### config.mk
export PLATFORM = sky130hd
export DESIGN_NAME = wqe_dispatcher
export DESIGN_NICKNAME = d
export VERILOG_FILES = /design/src/rtl/wqe_dispatcher.sv
export SDC_FILE = /design/constraint.sdc
export NUM_CORES = 1
export LEC_CHECK = 0
export CORE_ASPECT_RATIO = 0.8
export CORE_UTILIZATION = 40
export CTS_BUF_LIST = sky130_fd_sc_hd__clkbuf_2
export DETAILED_ROUTE_END_ITERATION = 10
export DONT_BUFFER_PORTS = 1
export PLACE_DENSITY = 0.63
export SYNTH_ARGS = -nofsm -noshare
export SYNTH_HDL_FRONTEND = slang
export SYNTH_SLANG_ARGS = --single-unit
### constraint.sdc
create_clock -name clock -period 3.6 [get_ports clock]
set_input_delay 0.36 -clock clock [delete_from_list [all_inputs] [get_ports clock]]
set_output_delay 0.36 -clock clock [all_outputs]
set_load 0.005 [all_outputs]
### src/rtl/wqe_dispatcher.sv
// Work-queue consumer: pops 112-bit WQEs from a FWFT FIFO and writes one 4-word
// descriptor per data segment to the RdDCS or WrDCS slave over Avalon-MM.
module wqe_dispatcher #(
    parameter logic [7:0] DCS_BASE = 8'h00,
    parameter int         CNT_W    = 16
) (
    input  logic             clock,
    input  logic             reset,
    input  logic             wqeEmpty,
    input  logic [111:0]     wqeData,
    output logic             wqePop,
    output logic             dcsRdSelect,
    output logic             dcsWrSelect,
    output logic             dcsWrite,
    output logic [7:0]       dcsAddress,
    output logic [31:0]      dcsWriteData,
    output logic [3:0]       dcsByteEnable,
    input  logic             dcsRdWaitRequest,
    input  logic             dcsWrWaitRequest,
    output logic             busy,
    output logic             errPulse,
    output logic [CNT_W-1:0] wqeCount,
    output logic [2:0]       dbgState
);

    localparam logic [2:0] S_IDLE = 3'd0;
    localparam logic [2:0] S_LOAD = 3'd1;
    localparam logic [2:0] S_W0   = 3'd2;
    localparam logic [2:0] S_W1   = 3'd3;
    localparam logic [2:0] S_W2   = 3'd4;
    localparam logic [2:0] S_W3   = 3'd5;

    logic [2:0]       state_q, state_d;
    logic [111:0]     wqe_q, wqe_d;
    logic [1:0]       seg_idx_q, seg_idx_d;
    logic [63:0]      offset_q, offset_d;
    logic [CNT_W-1:0] count_q, count_d;

    logic [4:0]  opcode;
    logic [2:0]  data_num;
    logic [7:0]  tid;
    logic [63:0] base;
    logic [7:0]  seg_len;
    logic [63:0] seg_addr;
    logic        reject;
    logic        last_seg;
    logic        in_word;
    logic        sel_wait;
    logic        accept;
    logic [1:0]  word_idx;

    assign opcode   = wqe_q[111:107];
    assign data_num = wqe_q[106:104];
    assign tid      = wqe_q[103:96];
    assign base     = wqe_q[63:0];
    assign seg_addr = base + offset_q;
    assign reject   = (opcode > 5'd1) || (data_num == 3'd0) || (data_num > 3'd4);
    assign last_seg = ({1'b0, seg_idx_q} == (data_num - 3'd1));

    always_comb begin
        seg_len = wqe_q[95:88];
        case (seg_idx_q)
            2'd0: seg_len = wqe_q[95:88];
            2'd1: seg_len = wqe_q[87:80];
            2'd2: seg_len = wqe_q[79:72];
            2'd3: seg_len = wqe_q[71:64];
            default: seg_len = wqe_q[95:88];
        endcase
    end

    always_comb begin
        in_word  = 1'b1;
        word_idx = 2'd0;
        case (state_q)
            S_W0: word_idx = 2'd0;
            S_W1: word_idx = 2'd1;
            S_W2: word_idx = 2'd2;
            S_W3: word_idx = 2'd3;
            default: in_word = 1'b0;
        endcase
    end

    // Only the waitrequest of the slave being addressed can stall the word.
    assign sel_wait = (opcode == 5'd0) ? dcsRdWaitRequest : dcsWrWaitRequest;
    assign accept   = in_word && !sel_wait;

    always_comb begin
        state_d   = state_q;
        wqe_d     = wqe_q;
        seg_idx_d = seg_idx_q;
        offset_d  = offset_q;
        count_d   = count_q;
        case (state_q)
            S_IDLE: begin
                if (!wqeEmpty) begin
                    wqe_d   = wqeData;
                    state_d = S_LOAD;
                end
            end
            S_LOAD: begin
                if (reject) begin
                    state_d = S_IDLE;
                end else begin
                    seg_idx_d = 2'd0;
                    offset_d  = 64'd0;
                    state_d   = S_W0;
                end
            end
            S_W0: if (accept) state_d = S_W1;
            S_W1: if (accept) state_d = S_W2;
            S_W2: if (accept) state_d = S_W3;
            S_W3: begin
                if (accept) begin
                    offset_d  = offset_q + {54'd0, seg_len, 2'b00};
                    seg_idx_d = seg_idx_q + 2'd1;
                    if (last_seg) begin
                        count_d = count_q + {{(CNT_W-1){1'b0}}, 1'b1};
                        state_d = S_IDLE;
                    end else begin
                        state_d = S_W0;
                    end
                end
            end
            default: state_d = S_IDLE;
        endcase
    end

    always_ff @(posedge clock or negedge reset) begin
        if (!reset) begin
            state_q   <= S_IDLE;
            wqe_q     <= '0;
            seg_idx_q <= 2'd0;
            offset_q  <= 64'd0;
            count_q   <= '0;
        end else begin
            state_q   <= state_d;
            wqe_q     <= wqe_d;
            seg_idx_q <= seg_idx_d;
            offset_q  <= offset_d;
            count_q   <= count_d;
        end
    end

    always_comb begin
        dcsWriteData = 32'd0;
        if (in_word) begin
            case (word_idx)
                2'd0: dcsWriteData = seg_addr[31:0];
                2'd1: dcsWriteData = seg_addr[63:32];
                2'd2: dcsWriteData = {22'd0, seg_len, 2'b00};
                2'd3: dcsWriteData = {1'b1, last_seg, 14'd0, tid, 6'd0, seg_idx_q};
                default: dcsWriteData = 32'd0;
            endcase
        end
    end

    // Pop is gated by reset so that outputs read 0 while reset is held, even with a non-empty FIFO.
    assign wqePop        = (state_q == S_IDLE) && !wqeEmpty && reset;
    assign dcsWrite      = in_word;
    assign dcsRdSelect   = in_word && (opcode == 5'd0);
    assign dcsWrSelect   = in_word && (opcode != 5'd0);
    assign dcsAddress    = in_word ? (DCS_BASE + {4'd0, word_idx, 2'b00}) : 8'd0;
    assign dcsByteEnable = in_word ? 4'hF : 4'h0;
    assign busy          = (state_q != S_IDLE);
    assign errPulse      = (state_q == S_LOAD) && reject;
    assign wqeCount      = count_q;
    assign dbgState      = state_q;

endmodule

Word level (Yosys, flattened, before mapping)
Index checks and enable logic that the tools add are counted.
W data, S select, Z words.
{"block": "totals", "ff_bits": 197}
{"block": "classes", "n_eq_ne": 18, "add_sub_neg": 5, "n_reduce_logical": 23, "n_bitwise": 1, "mux": 22, "order_cmp": 2}
{"op": "$mux W64", "count": 2}
{"op": "$pmux W32 S4", "count": 1}
{"op": "$pmux W64 S2", "count": 1}
{"op": "$add A64 B10 Y64", "count": 1}
{"op": "$add A64 B64 Y64", "count": 1}
{"op": "$mux W32", "count": 1}
{"op": "$pmux W8 S4", "count": 1}
{"op": "$pmux W3 S6", "count": 1}
{"op": "$add A16 B1 Y16 const B", "count": 1}
{"op": "$mux W3", "count": 5}
{"op": "$ne A2 B2 Y1 const B", "count": 6}
{"op": "$eq A2 B2 Y1 const B", "count": 4}
{"op": "$mux W2", "count": 4}
{"op": "$mux W4", "count": 2}
{"op": "$eq A3 B2 Y1 const B", "count": 2}
{"op": "$eq A3 B3 Y1 const B", "count": 2}
{"op": "$logic_and A1 B1 Y1", "count": 6}
{"op": "$logic_not A3 Y1", "count": 2}
{"op": "$pmux W2 S3", "count": 1}
{"op": "$reduce_and A3 Y1", "count": 2}
{"op": "$gt A5 B1 Y1 const B", "count": 1}
{"op": "$logic_not A5 Y1", "count": 1}
{"op": "$reduce_and A5 Y1", "count": 1}
{"op": "$reduce_bool A5 Y1", "count": 1}
{"op": "16 further kinds", "count": 21}

Depth between registers and ports, before layout
{"block": "logic_depth", "word_depth": 6, "ltp_mapped": 18}

Least setup slack after synthesis
Ideal clock, no wire load.
{"block": "synth_path", "path_type": "register to register", "startpoint": "register seg_idx_q[0]", "endpoint": "register offset_q[61]", "path_slack_ps": 41, "n_path_buf": 2, "arrival_ps": 3427, "t_required_ps": 3468, "period_less_slack_ps": 3559, "stages_incl_launch_ff": 17, "path_cell_list": "dfrtp_1 inv_1 ha_1 clkbuf_1 mux2i_1 ha_1 a21o_1 a21o_1 a21o_1 a21o_1 a21oi_1 o21ai_0 nand4_1 clkbuf_1 nor4_1 xnor2_1 nor2_1"}
{"block": "synth_between", "elab_chain_len": 5, "elab_cells_between_ends": 8, "cone_classes": "add/sub: 1; eq/ne: 3; mux: 3; reduce/logical: 1"}
{"item": "start: declaration", "line_no": "35", "text": "logic [1:0] seg_idx_q, seg_idx_d;"}
{"item": "start signal: assignment", "line_no": "138", "text": "seg_idx_q <= seg_idx_d;"}
{"item": "$eq A2 B2 Y1 (tied with other cells)", "line_no": "62", "text": "case (seg_idx_q)"}
{"item": "$pmux W8 S4 (*)", "line_no": "62"}
{"item": "$add A64 B10 Y64 (*)", "line_no": "114", "text": "offset_d = offset_q + {54'd0, seg_len, 2'b00};"}
{"item": "$mux W64 (*)", "line_no": "113", "text": "if (accept) begin"}
{"item": "$pmux W64 S2 (*)", "line_no": "93", "text": "case (state_q)"}
{"item": "end signal: assignment", "line_no": "139", "text": "offset_q <= offset_d;"}
{"item": "end: declaration", "line_no": "36", "text": "logic [63:0] offset_q, offset_d;"}
Every way passes the cells marked *; elsewhere a longest branch is shown, timed or not. The select of a mux whose other input is x is not followed.
A chain may end at the register's enable or synchronous reset.

Worst setup path after layout
{"block": "layout_path", "startpoint": "register offset_q[9]", "endpoint": "output port dcsWriteData[24]"}
{"block": "layout_between", "elab_chain_len": 3}
{"item": "$add A64 B64 Y64", "line_no": "56", "text": "assign seg_addr = base + offset_q;"}
{"item": "$pmux W32 S4", "line_no": "147", "text": "case (word_idx)"}
{"item": "$mux W32", "line_no": "146", "text": "if (in_word) begin"}
{"item": "end: declaration", "line_no": "16", "text": "output logic [31:0] dcsWriteData,"}
Every way passes these cells.

==> results.toml <==
[pwr]
power.total_uw = 11400
peakVddDrop_mv = 0.385
leakagePower_uw = 0.00766
power_density_nw_per_um2 = 662

[critical_path]
crit_required_ns = 3.24
arrival_ns = 4.19
reg2reg_depth = 14
end_kind = "primary output"
cp_max_fo = 3
cp-start-kind = "register"
crit_type = "register to primary output"

[placement]
port_buffers = 0
dp_slack_ns = -0.195
hpwlAfterDp_um = 29900
placed_area_um2 = 14100
gp_congestion = 1.01

[clock_tree]
cts_inserted_buffers = 17
clkSinkCount = 195
htreeDepth = 4
cts_buffer_depth = 2
worstSkewPairLatency_ns = 0.94
cts_tree = "yes"
cts.clk_slew.worst_paths_ns = 0.32
cts_root_buf = "clkbuf_2"

[cells_and_area]
finalInstanceArea_um2 = 17200
nFillCells = 2749
drive_gt1_frac = 0.300
seqCellArea_um2 = 4880
area_delta_synth_final_pct = 36.5
multiInputGateArea_um2 = 8460
fin_nets = 1852

[sta]
hold_viol_final = 195
setup_tns_ns = -22.98
fmax_mhz = 220
fin_crit_sh = 1.26
relSlewSlack = 0.234
final_max_slew_viol_count = 0
finalSetupViolations = 35
timing.hold.ws_ns = -0.925
layout_setup_ws_ns = -0.945
min_period_ns = 4.55
worstMarginPinSlew_ns = 1.15
fin_skew_ns = 0.0732
rsz0062_at_grt = "true"

[drt]
drt-pass1-iter-count = 5
wire_per_inst_um = 19.7
drt_iter0_markers = 920
drcViolationCount = 0
routed_via_density = 5.60
vias = 11700
antenna_left = 0
wl_um = 41100

[logic_synthesis]
synth_edf_count = 0
synth.distinct_cells = 68
async_flop_share = 1.00
syn-cell-area_um2 = 12600
syn-instance-count = 1352
ys_dominant_reg_cell = "dfrtp_1"
synth-seq-area-share = 0.386
syn-mean-instance-area_um2 = 9.35
ys_warn_count = 0
yosys_register_bits = 195

[global_routing]
grt_pass1_vias = 11100
antenna_found_initial = 2
track_usage = 0.251
grt_pass1_wl_um = 62700
grt_start_max_net_pins = 197
gr-total-overflow = 0

[min_path]
hold_class = "primary input to asynchronous set/reset pin"

[run_status]
violations = "hold timing, setup timing"
outcome = "finished, violations left"

[floorplanning]
start_util = 0.411
die_h_um = 161
die_area_um2 = 32300
num_rows = 57
dieWidth_um = 201
pin_count = 186
coreArea_um2 = 30700

[run]
cap_violations = 0
[layout by cell type (no fill, tap or decap), types with 22 or more instances in the layout]
cell,synthesis,routed
xor2_1,54,48
mux2_2,105,104
a21o_1,25,25
nor3_1,32,25
nor2_1,119,112
dfrtp_1,195,194
nand4_1,29,29
inv_1,39,38
o21ai_0,83,61
a21oi_2,0,22
buf_4,10,180
nand2_1,134,125
nand3_1,42,37
xnor2_1,63,49
dlygate4sd3_1,0,134
ha_1,79,58
a21oi_1,94,68
[cell type report]
| class | count | area share |
|---|---|---|
| Clock buffer | 17 | 0.00493 |
| Antenna cell | 1 | 0.000145 |
| Clock inverter | 15 | 0.0110 |
| Inverter | 39 | 0.00849 |
| Tap cell | 413 | 0.0300 |
| Sequential cell | 195 | 0.283 |
| Multi-Input combinational cell | 1066 | 0.491 |
| Timing Repair Buffer | 336 | 0.172 |
[Yosys cell counts (10+ instances only)]
cell type / instances / area, µm²
a21oi_1: 94 / 470
nand3_1: 42 / 210
ha_1: 79 / 988
mux2i_1: 13 / 130
nor2b_1: 11 / 68.8
o21bai_1: 10 / 75.1
clkbuf_1: 39 / 146
nand4_1: 29 / 181
a21o_1: 25 / 188
a211oi_1: 10 / 75.1
nand2_1: 134 / 503
xnor2_1: 63 / 552
or3_1: 14 / 87.6
nor3_1: 32 / 160
o22ai_1: 15 / 93.8
o21a_1: 13 / 97.6
inv_1: 39 / 146
mux2_2: 105 / 1180
o21ai_0: 83 / 415
and3_1: 21 / 131
nor2_1: 119 / 447
dfrtp_1: 195 / 4880
xor2_1: 54 / 473
buf_4: 10 / 75.1
a22oi_1: 10 / 75.1
[where the power goes]
part | total [µW] | switching [µW] | leakage [µW] | internal [µW]
sequential | 3520 | 619 | 0.00246 | 2900
combinational | 6650 | 3420 | 0.00504 | 3230
clock | 1240 | 881 | 0.000163 | 361
[registers in the layout, indices dropped and copies added (netlist names)]
name / count
dbgState: 3
seg_idx_q: 2
wqeCount: 16
offset_q: 62
wqe_q: 112
[per-layer routing]
layer  vias to the layer above  global-route usage  wire, µm  part of all wire
li1                       5449                   -         -                 -
met1                      5711               0.363     19300              0.47
met2                       446               0.379     18000              0.44
met3                        56              0.0487      2770             0.068
met4                         0              0.0760       927             0.023
met5                         -                   0         0                 0
[what timing repair did]
item | in CTS | in global routing
pin swaps | 36 | 74
endpoints found under the hold margin | 312 | 198
resized for setup | 112 | 120
gates cloned | 0 | 1
hold buffers | 131 | 3
setup buffers | 16 | 30
endpoints found under the setup margin | 66 | 77
[stage by stage]
| step | util | hold slack, ns | instances |
|---|---|---|---|
| 6_report | 0.561 | -0.925 | 2082 |
| 5_1_grt | 0.561 | -1.04 | 2082 |
| 4_1_cts | 0.534 | -1.02 | 2051 |
| 3_5_place_dp | 0.460 | 0.0762 | 1872 |
| 3_3_place_gp | 0.460 | 0.0763 | 1872 |
| 2_1_floorplan | - | 0.0644 | 1357 |
[critical path: stages, from the launching register on]
cell and delay (ns):
dfrtp_1 0.52, ha_4 0.30, nand4_1 0.14, buf_4 0.18, and4bb_1 0.28, a311oi_2 0.12
a31oi_2 0.31, a311oi_4 0.16, buf_4 0.18, o41ai_4 0.31, nand2_1 0.09, nand2_1 0.07
nor2_1 0.05, o32ai_2 0.29, buf_4 0.19, buf_6 0.09
[cell families (layout without fill, tap and decap cells)]
logic type               after synthesis  count (layout)  share of synthesized area
XOR/XNOR                             117             117                     0.0811
adder cells (fa/ha/maj)               80              80                     0.0798
buffers and inverters                 96             407                     0.0321
AND/OR/NAND/NOR                      429             429                      0.157
AO/OA/AOI/OAI                        316             316                      0.160
multiplexers                         118             118                      0.104
flip-flops                           195             195                      0.386
other                                  1               7                   0.000297
[final timing paths]
path / startpoint / to / slack, ns
max: offset_q[9] / dcsWriteData[24] / -0.95
min: reset / offset_q[26] / -0.93
max reg2reg: seg_idx_q[0] / offset_q[34] / -0.07
min reg2reg: wqeCount[15] / wqeCount[15] / 0.52
max in group asynchronous: reset / wqe_q[0] / 4.23
min in group clock: wqeData[91] / wqe_q[91] / 0.07
No activity file was read; power rests on OpenSTA's default activity.
